$ cat src/rtl/vga_pkg.sv
// Shared VGA timing constants, background pattern codes and colour helpers
// used by the timing generator and the background pattern stage.
package vga_pkg;

  localparam int unsigned H_VISIBLE_DEF = 640;
  localparam int unsigned H_FRONT       = 16;
  localparam int unsigned H_SYNC        = 96;
  localparam int unsigned H_BACK        = 48;
  localparam int unsigned H_TOTAL       = H_VISIBLE_DEF + H_FRONT + H_SYNC + H_BACK;

  localparam int unsigned V_VISIBLE_DEF = 480;
  localparam int unsigned V_FRONT       = 10;
  localparam int unsigned V_SYNC        = 2;
  localparam int unsigned V_BACK        = 33;
  localparam int unsigned V_TOTAL       = V_VISIBLE_DEF + V_FRONT + V_SYNC + V_BACK;

  localparam logic [7:0] BG_SOLID    = 8'd0;
  localparam logic [7:0] BG_BARS     = 8'd1;
  localparam logic [7:0] BG_CHECKER  = 8'd2;
  localparam logic [7:0] BG_GRADIENT = 8'd3;

  localparam logic [5:0] RESET_COLOR = 6'b101010;

  // Configuration word as it crosses from the SCLK domain.
  typedef struct packed {
    logic [7:0] bg;
    logic [5:0] col;
  } bg_cfg_t;

  // Eight-bar palette: each bar index bit drives both bits of one channel.
  function automatic logic [5:0] bar_color(input logic [2:0] b);
    return {b[2], b[2], b[1], b[1], b[0], b[0]};
  endfunction

endpackage

$ cat src/rtl/vga_timing.sv
// Horizontal/vertical raster counters, completed-frame counter and
// combinational sync/active decode of the current counter position.
module vga_timing
  import vga_pkg::*;
#(
  parameter int unsigned H_VISIBLE = 640,
  parameter int unsigned V_VISIBLE = 480
) (
  input  logic       clk,
  input  logic       rst,
  output logic [9:0] h,
  output logic [9:0] v,
  output logic [7:0] frame_cnt,
  output logic       frame_start,
  output logic       hsync_raw,
  output logic       vsync_raw,
  output logic       active
);

  localparam int unsigned H_TOT = H_VISIBLE + H_FRONT + H_SYNC + H_BACK;
  localparam int unsigned V_TOT = V_VISIBLE + V_FRONT + V_SYNC + V_BACK;

  localparam logic [9:0] H_LAST   = 10'(H_TOT - 1);
  localparam logic [9:0] V_LAST   = 10'(V_TOT - 1);
  localparam logic [9:0] H_VIS    = 10'(H_VISIBLE);
  localparam logic [9:0] V_VIS    = 10'(V_VISIBLE);
  localparam logic [9:0] HS_START = 10'(H_VISIBLE + H_FRONT);
  localparam logic [9:0] HS_END   = 10'(H_VISIBLE + H_FRONT + H_SYNC);
  localparam logic [9:0] VS_START = 10'(V_VISIBLE + V_FRONT);
  localparam logic [9:0] VS_END   = 10'(V_VISIBLE + V_FRONT + V_SYNC);

  logic h_wrap;
  logic v_wrap;

  assign h_wrap = (h == H_LAST);
  assign v_wrap = (v == V_LAST);

  always_ff @(posedge clk) begin
    if (rst) begin
      h         <= '0;
      v         <= '0;
      frame_cnt <= '0;
    end else if (h_wrap) begin
      h <= '0;
      if (v_wrap) begin
        v         <= '0;
        frame_cnt <= frame_cnt + 8'd1;
      end else begin
        v <= v + 10'd1;
      end
    end else begin
      h <= h + 10'd1;
    end
  end

  always_comb begin
    hsync_raw   = !((h >= HS_START) && (h < HS_END));
    vsync_raw   = !((v >= VS_START) && (v < VS_END));
    active      = (h < H_VIS) && (v < V_VIS);
    frame_start = (h == '0) && (v == '0);
  end

endmodule

$ cat src/rtl/background_gen.sv
// VGA background generator: synchronises SPI-domain pattern config, applies it
// at the first vblank cycle, and registers sync, position and pattern pixel.
module background_gen
  import vga_pkg::*;
#(
  parameter int unsigned H_VISIBLE = 640,
  parameter int unsigned V_VISIBLE = 480
) (
  input  logic       clk,
  input  logic       rst,
  input  logic [7:0] background_state,
  input  logic [5:0] solid_color,
  output logic       hsync,
  output logic       vsync,
  output logic       display_on,
  output logic [5:0] rgb,
  output logic [9:0] hpos,
  output logic [9:0] vpos,
  output logic [7:0] frame_cnt
);

  localparam logic [9:0] V_LOAD = 10'(V_VISIBLE);

  logic [9:0] h;
  logic [9:0] v;
  logic [7:0] fcnt;
  logic       frame_start;
  logic       hs_raw;
  logic       vs_raw;
  logic       active;

  vga_timing #(
    .H_VISIBLE(H_VISIBLE),
    .V_VISIBLE(V_VISIBLE)
  ) u_timing (
    .clk        (clk),
    .rst        (rst),
    .h          (h),
    .v          (v),
    .frame_cnt  (fcnt),
    .frame_start(frame_start),
    .hsync_raw  (hs_raw),
    .vsync_raw  (vs_raw),
    .active     (active)
  );

  bg_cfg_t    sync1;
  bg_cfg_t    sync2;
  bg_cfg_t    sync3;
  logic [7:0] bg_sh;
  logic [5:0] col_sh;
  logic [5:0] grad_ofs_q;
  logic [5:0] grad_ofs;
  logic [5:0] pat_rgb;
  logic       cfg_stable;
  logic       cfg_load;

  // A word is only trusted when two consecutive synchronised samples agree.
  assign cfg_stable = (sync2 == sync3);
  assign cfg_load   = cfg_stable && (h == '0) && (v == V_LOAD);

  always_ff @(posedge clk) begin
    if (rst) begin
      sync1      <= '0;
      sync2      <= '0;
      sync3      <= '0;
      bg_sh      <= '0;
      col_sh     <= RESET_COLOR;
      grad_ofs_q <= '0;
    end else begin
      sync1 <= {background_state, solid_color};
      sync2 <= sync1;
      sync3 <= sync2;
      if (cfg_load) begin
        bg_sh  <= sync3.bg;
        col_sh <= sync3.col;
      end
      if (frame_start) begin
        grad_ofs_q <= fcnt[5:0];
      end
    end
  end

  // Scroll offset is captured at the first pixel, bypassed on that pixel itself.
  always_comb begin
    grad_ofs = frame_start ? fcnt[5:0] : grad_ofs_q;
    pat_rgb  = '0;
    case (bg_sh)
      BG_SOLID:    pat_rgb = col_sh;
      BG_BARS:     pat_rgb = bar_color(h[8:6]);
      BG_CHECKER:  pat_rgb = (h[5] ^ v[5]) ? ~col_sh : col_sh;
      BG_GRADIENT: pat_rgb = h[8:3] + grad_ofs;
      default:     pat_rgb = '0;
    endcase
  end

  always_ff @(posedge clk) begin
    if (rst) begin
      hsync      <= 1'b1;
      vsync      <= 1'b1;
      display_on <= 1'b0;
      rgb        <= '0;
      hpos       <= '0;
      vpos       <= '0;
      frame_cnt  <= '0;
    end else begin
      hsync      <= hs_raw;
      vsync      <= vs_raw;
      display_on <= active;
      rgb        <= active ? pat_rgb : '0;
      hpos       <= h;
      vpos       <= v;
      frame_cnt  <= fcnt;
    end
  end

endmodule

$ cat config.mk
export PLATFORM = sky130hd
export DESIGN_NAME = background_gen
export DESIGN_NICKNAME = d
export VERILOG_FILES = /design/src/rtl/vga_pkg.sv /design/src/rtl/vga_timing.sv /design/src/rtl/background_gen.sv
export SDC_FILE = /design/constraint.sdc
export NUM_CORES = 1
export LEC_CHECK = 0
export ABC_AREA = 1
export BUFFER_PORTS_ARGS = -buffer_cell sky130_fd_sc_hd__buf_2
export CAP_MARGIN = 10
export CORE_ASPECT_RATIO = 1.5
export CORE_MARGIN = 5
export CORE_UTILIZATION = 45
export CTS_CLUSTER_SIZE = 8
export DETAILED_ROUTE_END_ITERATION = 12
export PLACE_DENSITY = 0.6
export SLEW_MARGIN = 10
export SYNTH_ARGS = -nofsm -noshare
export SYNTH_HDL_FRONTEND = slang
export SYNTH_SLANG_ARGS = --single-unit
$ cat constraint.sdc
create_clock -name clk -period 3.4 [get_ports clk]
set_input_delay 0.68 -clock clk [delete_from_list [all_inputs] [get_ports clk]]
set_output_delay 0.68 -clock clk [all_outputs]
set_load 0.01 [all_outputs]
==> results by stage <==
Outcome:
- The run finished with clean final reports.

Synthesis:
- The number of register bits inferred by synthesis is 127.
- The yosys synthesis warning count is 0.
- The synthesized area per cell is 7.85 um^2.
- In the synthesized netlist, the cells that appear most often are nor2_1, dfxtp_1, inv_1.
- The share of the synthesized area in the top cell type is 0.505.
- The share of flip-flops with an asynchronous set or reset is 0.
- For this run, the leading register cell type out of synthesis is dfxtp_1.
- In this run, distinct cell masters in the synthesized netlist total 39.
- By area the synthesized netlist is led by dfxtp_1, nor2_1, inv_1, nand2_1, nand3_1.
- The total nets after synthesis is 669.
- The dominant cell by count in the synthesized netlist is nor2_1.
- After synthesis the cells add up to 0.00503 mm^2.
- dfxtp_1 takes more of the synthesized area than any other cell.
- The number of enable-type register cells in the synthesized netlist is 0.
- The sequential element share of the synthesized area is 0.505.
- Synthesis produced 641 cells.

Job:
- The count of maximum capacitance violations is 0.

Global route:
- Entering global routing, the biggest net connects 85 pins.
- The overall overflow remaining after global route is 0.
- For this run, the total global-route usage over all layers was measured as 0.175.
- The initial antenna violation count came to 0.
- The via count of the first global-routing pass is 3891.
- The first global-routing pass estimated 18200 um of wire.

Timing:
- Setup repair after global routing left no endpoint under its margin.
- The final count of pins violating max slew is 0.
- The worst relative slew slack is 0.449.
- The worst-margin pin slew is 821 ps.
- Of the available clock period, the critical path in the final layout requires 0.906.
- The smallest clock period supported by the final layout is computed as 3080 ps.
- The final worst-path setup slack is 318 ps.
- The number of failing hold endpoints at the final stage is 0.
- Setup total negative slack on the finished layout was measured at 0 ps.
- The clock arrives with 6.71 ps of skew.
- The final setup violation count is 0.
- The highest clock frequency the design can meet is 0.325 GHz.

Clock tree:
- The number of post-CTS setup repair buffers is 0.
- The deepest level of the CTS H-tree is 4.
- The CTS sink count is 127.
- The library cell used as clock root buffer is clkbuf_16.
- The clock tree from TritonCTS is built.
- The clock reaches the later pin of the worst-skew pair after 410 ps.
- The number of buffers added by the clock tree synthesis step is 17.
- In this run the deepest clock path goes through 2 buffers.
- After clock tree synthesis, the clock-pin slew on the worst setup and hold paths is 60 ps.

Layout:
- The sequential cell area in the final layout is 0.00254 mm^2.
- The area growth from synthesis to layout is 18.8%.
- The multi-input combinational cells in the finished layout cover a total of 0.00199 mm^2.
- The final net count is 727.
- The ratio of cells with drive above 1 in the final layout is 0.157.
- The number of antenna diodes in the final layout is 0.
- The fill cell total of the finished layout is 1074.

Route:
- In the routed design, unresolved DRC markers number 0.
- After detailed routing, the average wire length per cell comes to 12.7 um.
- The post-detailed-route count of antenna-violating nets is 0.
- After detailed routing, the number of vias per cell comes to 4.66.
- The iteration-0 DRC count of the detailed router is 195.
- Before antenna repair, the detailed router went through 4 iterations.
- The wire length after detailed routing is 11000 um.
- The number of vias in the routed layout is 4007.

Power and ir drop:
- Power spread over the standard cell area amounts to 551 mW/mm^2.
- The share of total power dissipated in sequential elements is 0.465.
- The power dissipated by switching net loads is 0.740 mW.
- The share of total power dissipated in the clock network is 0.499.
- The standby leakage power is 2.73 nW.
- The worst IR drop on VDD is 0.330 mV.
- The combinational cell fraction of total power is 0.036.
- Cell internal power was estimated by the tool at 2.55 mW.
- Of the total power, the share spent switching nets is 0.225.

Setup path:
- The most numerous cell on the critical path is inv_1.
- The kind of end point of the critical path is a flip-flop.
- In this run the register-to-register setup slack is 320 ps.
- Traced cell by cell, the critical path runs through inv_1 -> ha_1 -> nand3_1 -> nor2_1 -> nand2_2 -> buf_4 -> o21ai_2 -> inv_1 -> fa_1 -> o21ai_0 -> a21oi_1 -> or2_2 -> nand3_1 -> o2111ai_1 -> nand2_1 -> inv_1.
- Data on the critical path arrives at its endpoint at 3390 ps.
- The biggest fanout along the worst timing path is 9.
- The largest single stage delay on the critical path is 430 ps.
- The gate family responsible for the most delay along the worst path is simple AND/OR/NAND/NOR gates.
- The buffer and inverter count on the worst path is 4.
- Among all stages on the critical path, the largest delay is contributed by fa_1.
- By startpoint and endpoint, the worst setup path is classified as flip-flop to flip-flop.
- The worst setup path is launched from a flip-flop.
- The worst endpoint required time is 3710 ps.

Floorplanning:
- The die span in y is 139 um.
- The core region is 0.0110 mm^2.
- The initial core utilization is 0.457.
- In this run the core area contains 47 standard-cell rows.
- The die span in x is 96.3 um.
- The die covers 0.0134 mm^2.
- 53 I/O pins were placed.

Placement:
- At the placement stage, the worst setup path has a slack of 244 ps.
- The half-perimeter wire length after placement is 8210 um.
- The total of buffers placed on input and output ports is 52.
- The global placer's final weighted congestion is 0.845.

Worst hold path:
- The type of the worst min-delay path is flip-flop to flip-flop.
## registers in the layout (all words and copies together) (netlist names)
signal	cells
sync3	14
frame_cnt	8
hsync	1
bg_sh	8
u_timing.h	10
vsync	1
sync1	14
u_timing.v	10
vpos	10
sync2	14
grad_ofs_q	6
col_sh	6
display_on	1
hpos	10
rgb	6
u_timing.frame_cnt	8
## cell families after synthesis
logic type / count (synthesis) / synth area share
buf+inv: 128 / 0.0993
fa+ha+maj: 12 / 0.0313
xor+xnor: 21 / 0.0366
flops: 127 / 0.505
simple gates: 296 / 0.263
compound gates: 57 / 0.0644
## worst min-delay path: stages (launching register included)
cell     delay (ps)
dfxtp_1         290
inv_1            40
nor2_1           30
## routing by layer
metal / global-route usage / routed length [um] / up-vias
met4: 0.0857 / 341 / 0
met3: 0.0475 / 405 / 22
li1: - / - / 2111
met1: 0.201 / 4630 / 1778
met5: 0 / 0 / -
met2: 0.295 / 5570 / 96
## power groups by stage
stage | sequential [mW] | combinational [mW] | clock [mW]
2_1_floorplan | 1.56 | 0.0803 | 0
3_3_place_gp | 1.56 | 0.119 | 0
3_5_place_dp | 1.56 | 0.120 | 0
4_1_cts | 1.53 | 0.120 | 1.69
5_1_grt | 1.53 | 0.136 | 1.75
6_report | 1.53 | 0.119 | 1.64
## final cells by class
| type | count | area share |
|---|---|---|
| sequential | 127 | 0.426 |
| multi-input combinational | 386 | 0.333 |
| clock buffer | 21 | 0.0787 |
| inverter | 112 | 0.0704 |
| timing repair buffer | 55 | 0.0473 |
| tap | 147 | 0.0308 |
| clock inverter | 11 | 0.0140 |
## stage by stage
stage	utilization	total power [mW]	area, um^2	hold WS (ps)	std cells
after global placement	0.493	1.68	5420	394	827
after detailed placement	0.493	1.68	5420	395	827
after CTS	0.543	3.34	5970	403	859
after floorplan	-	1.64	5030	388	641
final	0.543	3.29	5970	401	859
after global routing	0.543	3.42	5970	420	859
## worst paths after layout
path            startpoint  cells past startpoint  endpoint
max          u_timing.v[0]                     16    rgb[4]
min reg2reg       sync1[0]                      2  sync2[0]
min               sync1[0]                      2  sync2[0]
max reg2reg  u_timing.v[0]                     16    rgb[4]
## timing repair
| item | CTS | global route |
|---|---|---|
| endpoints found under the setup margin | 0 | 1 |
| resized for setup | 0 | 1 |
| hold buffers | 0 | 0 |
## placed cells by master, fill, tap and decap left out, types with 2 or more instances in the layout
cell	synthesis	final
a21oi_1	17	17
a31oi_1	4	4
buf_2	3	52
buf_4	0	3
clkbuf_16	0	17
clkbuf_8	0	3
clkinv_2	0	2
clkinv_4	0	3
clkinvlp_4	0	4
dfxtp_1	127	127
ha_1	11	11
inv_1	107	107
inv_2	4	4
inv_6	0	2
nand2_1	70	69
nand2_2	2	3
nand3_1	30	30
nand3b_1	2	2
nand4_1	15	15
nor2_1	138	138
nor2_2	5	5
nor3_1	16	16
nor3_2	3	3
nor3b_1	3	3
nor4_1	2	2
o2111ai_1	3	3
o211ai_1	3	3
o21ai_0	21	21
o21ai_1	5	5
or2_2	4	4
xnor2_1	7	7
xor2_1	14	14
No activity file was read; power rests on OpenSTA's default activity.
